**config.mk**
```make
export PLATFORM = sky130hd
export DESIGN_NAME = ext_xbar_rr_arbiter
export DESIGN_NICKNAME = d
export VERILOG_FILES = /design/src/rtl/ext_xbar_rr_arbiter.sv
export SDC_FILE = /design/constraint.sdc
export NUM_CORES = 1
export LEC_CHECK = 0
export ABC_AREA = 0
export BUFFER_PORTS_ARGS = -buffer_cell sky130_fd_sc_hd__clkbuf_2
export CAP_MARGIN = 20
export CORE_AREA = 8 8 247 249
export CTS_BUF_LIST = sky130_fd_sc_hd__clkbuf_8
export DETAILED_ROUTE_END_ITERATION = 10
export DIE_AREA = 0 0 255 257
export PLACE_DENSITY = 0.42
export SLEW_MARGIN = 20
export SYNTH_ARGS = -nofsm -noshare
export SYNTH_HDL_FRONTEND = slang
export SYNTH_SLANG_ARGS = --single-unit
```
**constraint.sdc**
```tcl
create_clock -name clk_i -period 9 [get_ports clk_i]
set_input_delay 1.8 -clock clk_i [delete_from_list [all_inputs] [get_ports clk_i]]
set_output_delay 1.8 -clock clk_i [all_outputs]
set_load 0.05 [all_outputs]
```
**src/rtl/ext_xbar_rr_arbiter.sv**
```systemverilog
// rtl/ext_xbar_rr_arbiter.sv - NMASTER x NSLAVE round-robin crossbar arbiter with decode-error responder
// Optional per-master stall counters are built when EXT_XBAR_STALL_CNT_EN is defined.
package ext_xbar_rr_arbiter_pkg;
  typedef struct packed {
    logic [31:0] idx;
    logic [31:0] start_addr;
    logic [31:0] end_addr;
  } addr_rule_t;
endpackage

module ext_xbar_rr_arbiter
  import ext_xbar_rr_arbiter_pkg::*;
#(
  parameter int unsigned NMASTER = 4,
  parameter int unsigned NSLAVE = 1,
  parameter addr_rule_t [NSLAVE-1:0] ADDR_RULES =
    {NSLAVE{addr_rule_t'{idx: 32'd0, start_addr: 32'hF000_0000, end_addr: 32'hF010_0000}}},
  parameter logic [31:0] DECERR_DATA = 32'hBADA_CCE5
) (
  input  logic                      clk_i,
  input  logic                      rst_ni,
  input  logic [NMASTER-1:0]        m_req_i,
  input  logic [NMASTER-1:0][31:0]  m_addr_i,
  input  logic [NMASTER-1:0]        m_we_i,
  input  logic [NMASTER-1:0][3:0]   m_be_i,
  input  logic [NMASTER-1:0][31:0]  m_wdata_i,
  output logic [NMASTER-1:0]        m_gnt_o,
  output logic [NMASTER-1:0]        m_rvalid_o,
  output logic [NMASTER-1:0][31:0]  m_rdata_o,
  output logic [NMASTER-1:0]        m_err_o,
  output logic [NSLAVE-1:0]         s_req_o,
  output logic [NSLAVE-1:0][31:0]   s_addr_o,
  output logic [NSLAVE-1:0]         s_we_o,
  output logic [NSLAVE-1:0][3:0]    s_be_o,
  output logic [NSLAVE-1:0][31:0]   s_wdata_o,
  input  logic [NSLAVE-1:0]         s_gnt_i,
  input  logic [NSLAVE-1:0]         s_rvalid_i,
  input  logic [NSLAVE-1:0][31:0]   s_rdata_i,
  output logic [NMASTER-1:0][31:0]  stall_cnt_o
);

  localparam int unsigned MW = (NMASTER > 1) ? $clog2(NMASTER) : 1;
  localparam int unsigned SW = (NSLAVE > 1) ? $clog2(NSLAVE) : 1;

  logic [NMASTER-1:0]          pending_q;
  logic [NMASTER-1:0]          derr_q;
  logic [NSLAVE-1:0]           busy_q;
  logic [NSLAVE-1:0][MW-1:0]   owner_q;
  logic [NSLAVE-1:0][MW-1:0]   ptr_q;

  logic [NMASTER-1:0]          hit;
  logic [NMASTER-1:0][SW-1:0]  tgt;
  logic [NMASTER-1:0]          rsp_valid;
  logic [NMASTER-1:0]          elig;
  logic [NMASTER-1:0]          gnt;
  logic [NSLAVE-1:0]           sel_valid;
  logic [NSLAVE-1:0][MW-1:0]   sel_idx;
  logic [NSLAVE-1:0]           s_hs;

  // Descending scan so the lowest-indexed matching rule is the one that sticks.
  always_comb begin
    hit = '0;
    tgt = '0;
    for (int m = 0; m < int'(NMASTER); m++) begin
      for (int r = int'(NSLAVE) - 1; r >= 0; r--) begin
        if (m_addr_i[m] >= ADDR_RULES[r].start_addr && m_addr_i[m] < ADDR_RULES[r].end_addr) begin
          hit[m] = (ADDR_RULES[r].idx < 32'(NSLAVE));
          tgt[m] = ADDR_RULES[r].idx[SW-1:0];
        end
      end
    end
  end

  always_comb begin
    rsp_valid = '0;
    m_rdata_o = '0;
    m_err_o   = '0;
    for (int s = 0; s < int'(NSLAVE); s++) begin
      if (busy_q[s] && s_rvalid_i[s]) begin
        rsp_valid[owner_q[s]] = 1'b1;
        m_rdata_o[owner_q[s]] = s_rdata_i[s];
      end
    end
    for (int m = 0; m < int'(NMASTER); m++) begin
      if (derr_q[m]) begin
        rsp_valid[m] = 1'b1;
        m_rdata_o[m] = DECERR_DATA;
        m_err_o[m]   = 1'b1;
      end
    end
    if (!rst_ni) begin
      rsp_valid = '0;
      m_rdata_o = '0;
      m_err_o   = '0;
    end
  end

  assign m_rvalid_o = rsp_valid;
  // A master whose response lands this cycle may already issue its next request.
  assign elig = m_req_i & ~(pending_q & ~rsp_valid);

  always_comb begin
    int c;
    c         = 0;
    sel_valid = '0;
    sel_idx   = '0;
    for (int s = 0; s < int'(NSLAVE); s++) begin
      for (int k = int'(NMASTER) - 1; k >= 0; k--) begin
        c = int'(ptr_q[s]) + k;
        if (c >= int'(NMASTER)) c = c - int'(NMASTER);
        if (elig[c] && hit[c] && tgt[c] == SW'(s)) begin
          sel_valid[s] = 1'b1;
          sel_idx[s]   = MW'(c);
        end
      end
    end
  end

  always_comb begin
    s_req_o   = '0;
    s_addr_o  = '0;
    s_we_o    = '0;
    s_be_o    = '0;
    s_wdata_o = '0;
    for (int s = 0; s < int'(NSLAVE); s++) begin
      if (rst_ni && sel_valid[s] && (!busy_q[s] || s_rvalid_i[s])) begin
        s_req_o[s]   = 1'b1;
        s_addr_o[s]  = m_addr_i[sel_idx[s]];
        s_we_o[s]    = m_we_i[sel_idx[s]];
        s_be_o[s]    = m_be_i[sel_idx[s]];
        s_wdata_o[s] = m_wdata_i[sel_idx[s]];
      end
    end
  end

  assign s_hs = s_req_o & s_gnt_i;

  always_comb begin
    gnt = '0;
    for (int m = 0; m < int'(NMASTER); m++) begin
      if (elig[m] && !hit[m]) gnt[m] = 1'b1;
    end
    for (int s = 0; s < int'(NSLAVE); s++) begin
      if (s_hs[s]) gnt[sel_idx[s]] = 1'b1;
    end
    if (!rst_ni) gnt = '0;
  end

  assign m_gnt_o = gnt;

  always_ff @(posedge clk_i) begin
    if (!rst_ni) begin
      pending_q <= '0;
      derr_q    <= '0;
      busy_q    <= '0;
      owner_q   <= '0;
      ptr_q     <= '0;
    end else begin
      for (int s = 0; s < int'(NSLAVE); s++) begin
        if (busy_q[s] && s_rvalid_i[s]) busy_q[s] <= 1'b0;
        if (s_hs[s]) begin
          busy_q[s]  <= 1'b1;
          owner_q[s] <= sel_idx[s];
          ptr_q[s]   <= (sel_idx[s] == MW'(NMASTER - 1)) ? '0 : sel_idx[s] + 1'b1;
        end
      end
      pending_q <= (pending_q & ~rsp_valid) | gnt;
      derr_q    <= gnt & ~hit;
    end
  end

`ifdef EXT_XBAR_STALL_CNT_EN
  logic [NMASTER-1:0][31:0] stall_q;

  always_ff @(posedge clk_i) begin
    if (!rst_ni) begin
      stall_q <= '0;
    end else begin
      for (int m = 0; m < int'(NMASTER); m++) begin
        if (m_req_i[m] && !gnt[m] && stall_q[m] != 32'hFFFF_FFFF) stall_q[m] <= stall_q[m] + 32'd1;
      end
    end
  end

  assign stall_cnt_o = rst_ni ? stall_q : '0;
`else
  assign stall_cnt_o = '0;
`endif

endmodule
```
==> flow_summary_export.csv, run 1 <==
group,metric,value,unit
sta,period_share,82.1,%
floorplanning,num_io_pins,654,
synth,synth_area,4780,µm²
synth,synth_cells,708,
hold_path,holdCritPathClass,"reg2reg",
critical_path,r2r-start,"derr_q[3]$_SDFF_PN0_",
layout,design_area,7610,µm²
critical_path,worst_setup_path_start_kind,"primary input",
sta,setup_viol,0,
synth,synth-main-ff-cell,"dfxtp_1",
grt,grt_pass1_vias,6795,
grt,antenna_found_initial,4,
layout,finish.utilization,13.3,%
sta,setup_ws,1.61,ns
grt,grt_overflow,0,
layout,syn_to_final_growth,59.1,%
synth,async_flop_share,0,%
routing,drt_iter0_drc,294,
placed_design,dpl_worst_slack,1.52,ns
synth,synth_area_per_cell,6.75,µm²
routing,drt_first_pass_iters,4,
cts,ctsHoldBuffers,0,
cts,clkSlewWorstSetupHoldPaths,0.05,ns
sta,fin_crit,7.39,ns
critical_path,cp_max_fo,65,
cts,clock_latency,0.24,ns
placed_design,dp_hpwl,32.3,mm
routing,post_drt_wl_per_cell,18.4,µm
power_and_ir_drop,p_leak,4.81,nW
placed_design,dpl_cell_area,7550,µm²
layout,drive_gt1_share,46.1,%
synth,yosysTopAreaCell,"mux2i_1",
critical_path,critical_path_class,"in2out",
layout,mostFrequentLayoutCell,"clkbuf_2",
routing,routed_wl,35.8,mm
routing,final_antenna_net_count,0,
critical_path,crit_required,7.20,ns
placed_design,place_congestion,0.887,
grt,grt_max_degree,66,
cts,clk_path_buf_depth,2,
hold_path,hold_start,"ptr_q[1]$_SDFFE_PN0N_",
cts,cts-buffers-inserted,3,
synth,ys_warn_count,0,
cts,cts_tree,"built",
cts,post-cts-setup-buffer-count,0,
cts,cts_resized,0,
layout,regArea,263,µm²
cts,cts_root_buf,"clkbuf_8",
power_and_ir_drop,powerDensity,61.1,nW/µm²
synth,synth_top_area_share,24.1,%
layout,filler_cell_count,6833,
sta,slew_headroom,28.0,%
synth,synth_edf_count,0,
placed_design,numPortBuffers,517,
power_and_ir_drop,irDropWorstVdd,0.0314,mV
floorplanning,rows,88,
layout,final_cell_mix,"clkbuf_2, nor2_1, conb_1",
run_status,status,"finished clean",
critical_path,cp-end-kind,"output port",
cts,clkSinkCount,13,
sta,maxSlewViolCount,0,
routing,post-route-drc-count,0,
sta,fin_tns_setup,0,ns
layout,multi_input_area,3670,µm²
floorplanning,die_h,257,µm
critical_path,cp_data_arrival_time,5.59,ns
routing,drt-vias-per-instance,3.32,
sta,fin_skew,0.00661,ns
sta,fmax,0.135,GHz
sta,tightestPinTransition,1.08,ns
layout,nets,1502,
sta,rsz0062_at_grt,"no",
floorplanning,dieArea,65500,µm²
critical_path,cp-startpoint,"rst_ni",
synth,yosys-top-cells-area,"mux2i_1, buf_4, nor2_1",
routing,via_count,6468,
floorplanning,chipWidth,255,µm
job,maxCapViolCount,0,
synth,ys_ff_latch,13,
synth,yosysUniqueCellTypes,51,
synth,yosysSeqAreaShare,5.44,%
sta,hold_viol_final,0,
floorplanning,core-area,57000,µm²
grt,grt_usage,9.90,%
grt,grt_first_pass_wirelength,48.6,mm
floorplanning,start_util,8.38,%
cts,cts_htree_levels,1,
## layout make-up
| cell class | instances | area share, % |
|---|---|---|
| tap | 765 | 12.6 |
| clock buffer | 3 | 0.543 |
| clock inverter | 1 | 0.0494 |
| sequential | 13 | 3.45 |
| antenna | 1 | 0.0329 |
| inverter | 11 | 0.609 |
| multi-input combinational | 633 | 48.2 |
| timing repair buffer | 520 | 34.5 |
## path summary, 6_finish.rpt
path                              to  slack (ns)  depth (start not counted)
max reg2reg  pending_q[2]$_SDFF_PN0_        5.33                          9
max                    s_wdata_o[30]        1.61                         11
min            ptr_q[1]$_SDFFE_PN0N_        0.50                          2
min reg2reg    ptr_q[1]$_SDFFE_PN0N_        0.50                          2
## worst max-delay path, cell delays in order
cell and delay, ns:
clkbuf_2 0.65, inv_1 0.47, nand2_1 0.14, and3_1 0.32, o21bai_1 0.15, o311a_2 0.27, clkinv_4 0.42, buf_12 0.43
mux2i_1 0.19, o22ai_1 0.26, clkbuf_2 0.39
## power by group
part | internal (mW) | total [mW] | switching, mW
clock network | 0.0301 | 0.0512 | 0.0211
logic | 0.0860 | 0.341 | 0.255
registers | 0.0606 | 0.0727 | 0.0120
## layer usage
| metal | GRT usage (%) | vias up | part of all wire [%] |
|---|---|---|---|
| met4 | 1.64 | 6 | 0.88 |
| li1 | - | 3098 | - |
| met2 | 19.7 | 392 | 54 |
| met1 | 10.3 | 2948 | 36 |
| met3 | 2.57 | 24 | 9.2 |
| met5 | 0 | - | 0.11 |
## stage by stage
stage	cells	power, mW	hold WS [ns]
after detailed placement	1942	0.413	0.494
after global placement	1942	0.415	0.483
after global routing	1947	0.491	0.507
after floorplan	843	0.344	0.454
after CTS	1946	0.467	0.501
final	1947	0.465	0.505
## kinds of logic after synthesis
group                    count (synthesis)  synth area share, %
AO/OA/AOI/OAI                           94                 13.8
buffers and inverters                  197                 29.0
flip-flops                              13                 5.44
multiplexers                           115                 24.1
AND/OR/NAND/NOR                        284                 26.5
other                                    1               0.0784
adder cells (fa/ha/maj)                  4                 1.05
## Yosys cell counts, types with 2 or more instances
library cell  instances
nor2_1              198
buf_4               138
mux2i_1             115
o22ai_1              57
clkbuf_1             28
nand2_1              26
and2_1               17
dfxtp_1              13
a21oi_1              12
buf_2                10
inv_1                 9
nand2b_1              9
and4b_1               6
buf_12                6
nor3_1                5
o311a_1               5
clkbuf_4              4
ha_1                  4
o21ai_0               4
or3_1                 4
nand3_1               3
nor4_1                3
and3_1                2
nor4b_1               2
nor4b_2               2
## state kept, by name (all words and copies together), names as in the netlist
| name | flops |
|---|---|
| pending_q | 4 |
| owner_q | 2 |
| busy_q | 1 |
| derr_q | 4 |
| ptr_q | 2 |
No activity file was read; power rests on OpenSTA's default activity.
==> inputs of run 2 (changes only) <==
CORE_AREA = 8 8 251 253   (was 8 8 247 249)
DIE_AREA = 0 0 259 261   (was 0 0 255 257)
clock period = 7.4 ns   (was 9 ns; I/O delays follow)
==> flow_summary_export.csv, run 2 (same netlist as run 1, synthesis figures left out) <==
group,metric,value,unit
routing,post_drt_wl_per_cell,17.1,µm
power_and_ir_drop,pwr-share-clk,11.4,%
routing,final_antenna_net_count,0,
power_and_ir_drop,switching_share,61.4,%
power_and_ir_drop,p_leak,4.85,nW
cts,cts_htree_levels,1,
hold_path,worstHoldPathCells,2,
grt,grt_usage,8.98,%
layout,syn_to_final_growth,61.1,%
cts,clock_latency,0.25,ns
power_and_ir_drop,p_total,0.562,mW
floorplanning,dieArea,67600,µm²
cts,cts-buffers-inserted,3,
grt,grt_pass1_vias,6582,
sta,tightestPinTransition,0.965,ns
critical_path,worst_setup_path_start_kind,"primary input",
cts,cts_tree,"built",
layout,final_cell_mix,"clkbuf_2, nor2_1, conb_1",
placed_design,dpl_cell_area,7660,µm²
cts,clk_path_buf_depth,2,
critical_path,reg2reg_depth,10,
cts,ctsHoldBuffers,0,
critical_path,cp_data_arrival_time,4.72,ns
power_and_ir_drop,p_int,0.217,mW
cts,clkSinkCount,13,
cts,clkSlewWorstSetupHoldPaths,0.06,ns
sta,fin_hold_ws,0.504,ns
routing,post-route-drc-count,0,
routing,drt_iter0_drc,312,
placed_design,dp_hpwl,30.9,mm
critical_path,cp-end-kind,"output port",
sta,fin_crit,6.20,ns
sta,rsz0062_at_grt,"no",
run_status,status,"finished clean",
routing,via_count,6343,
layout,filler_cell_count,7110,
sta,setup_viol,0,
floorplanning,chipWidth,259,µm
sta,fmax,0.161,GHz
hold_path,holdCritPathClass,"reg2reg",
placed_design,place_congestion,0.765,
power_and_ir_drop,power_switching,0.345,mW
grt,grt_overflow,0,
layout,nets,1513,
floorplanning,num_io_pins,654,
sta,maxSlewViolCount,0,
power_and_ir_drop,seq_power_share,13.3,%
floorplanning,die_h,261,µm
floorplanning,start_util,8.06,%
power_and_ir_drop,pwr-share-comb,75.3,%
cts,cts_resized,0,
critical_path,cp_max_fo,54,
routing,routed_wl,33.9,mm
layout,drive_gt1_share,46.2,%
grt,grt_max_degree,55,
sta,period_share,83.7,%
placed_design,numPortBuffers,517,
sta,fin_tns_setup,0,ns
power_and_ir_drop,powerDensity,73.0,nW/µm²
critical_path,critical_path_class,"in2out",
cts,cts_root_buf,"clkbuf_8",
routing,drt-vias-per-instance,3.21,
layout,mostFrequentLayoutCell,"clkbuf_2",
layout,reg_top3,"derr_q (4), pending_q (4)",
floorplanning,core-area,59300,µm²
grt,grt_first_pass_wirelength,45.7,mm
critical_path,crit_required,5.92,ns
cts,post-cts-setup-buffer-count,0,
sta,fin_skew,0.00441,ns
grt,antenna_found_initial,1,
job,maxCapViolCount,0,
routing,drt_first_pass_iters,4,
floorplanning,rows,90,
power_and_ir_drop,irDropWorstVdd,0.0418,mV
layout,design_area,7700,µm²
sta,hold_viol_final,0,
sta,slew_headroom,35.7,%
## run 2: cell types whose count changed in the layout (fill, tap and decap cells not counted), sizes merged
cell / previous run / this run
clkbuf: 520 / 519
buf: 3 / 15
## run 2: area by class of cell
cell class,count,area [µm²],share of cell area (%)
clock inverter,1,3.75,0.0487
clock buffer,3,41.3,0.536
inverter,11,46.3,0.601
tap,782,978,12.7
sequential,13,260,3.38
antenna,1,2.50,0.0325
multi-input combinational,633,3650,47.4
timing repair buffer,531,2720,35.3
## run 2: worst paths after layout
path | startpoint | to | slack [ns]
worst max-delay path | m_addr_i[23] | s_wdata_o[29] | 1.20
worst min-delay path | ptr_q[1]$_SDFFE_PN0N_ | ptr_q[1]$_SDFFE_PN0N_ | 0.50
worst max register to register | derr_q[3]$_SDFF_PN0_ | pending_q[2]$_SDFF_PN0_ | 4.46
worst min register to register | ptr_q[1]$_SDFFE_PN0N_ | ptr_q[1]$_SDFFE_PN0N_ | 0.50
## run 2: stage by stage
stage                     instances  util (%)  setup slack (ns)
after floorplan                 843         -              1.77
after global placement         1970      12.9              1.17
after detailed placement       1970      12.9              1.14
after CTS                      1974      13.0              1.14
after global routing           1974      13.0             0.946
final                          1975      13.0              1.20
## run 2: worst max-delay path, stage by stage
cell	delay, ns
clkbuf_2	0.08
nor4_1	0.31
nand3_1	0.34
or4_1	0.56
o31a_1	0.12
o311a_2	0.18
clkinv_4	0.28
buf_12	0.35
mux2i_1	0.39
o22ai_1	0.17
clkbuf_2	0.33
## run 2: routing by layer
layer | GRT usage [%] | share of wire, % | vias to the layer above
met5 | 0 | 0 | -
met4 | 0.953 | 0.43 | 0
met3 | 2.63 | 8.8 | 6
met2 | 17.1 | 52 | 371
met1 | 10.0 | 38 | 2851
li1 | - | - | 3115
## run 2: power groups by stage
stage	Clock, mW	Sequential [mW]	Combinational (mW)
finish	0.0641	0.0749	0.423
global route	0.0698	0.0753	0.451
CTS	0.0660	0.0749	0.424
detailed placement	0	0.0764	0.423
global placement	0	0.0764	0.425
floorplan	0	0.0775	0.340
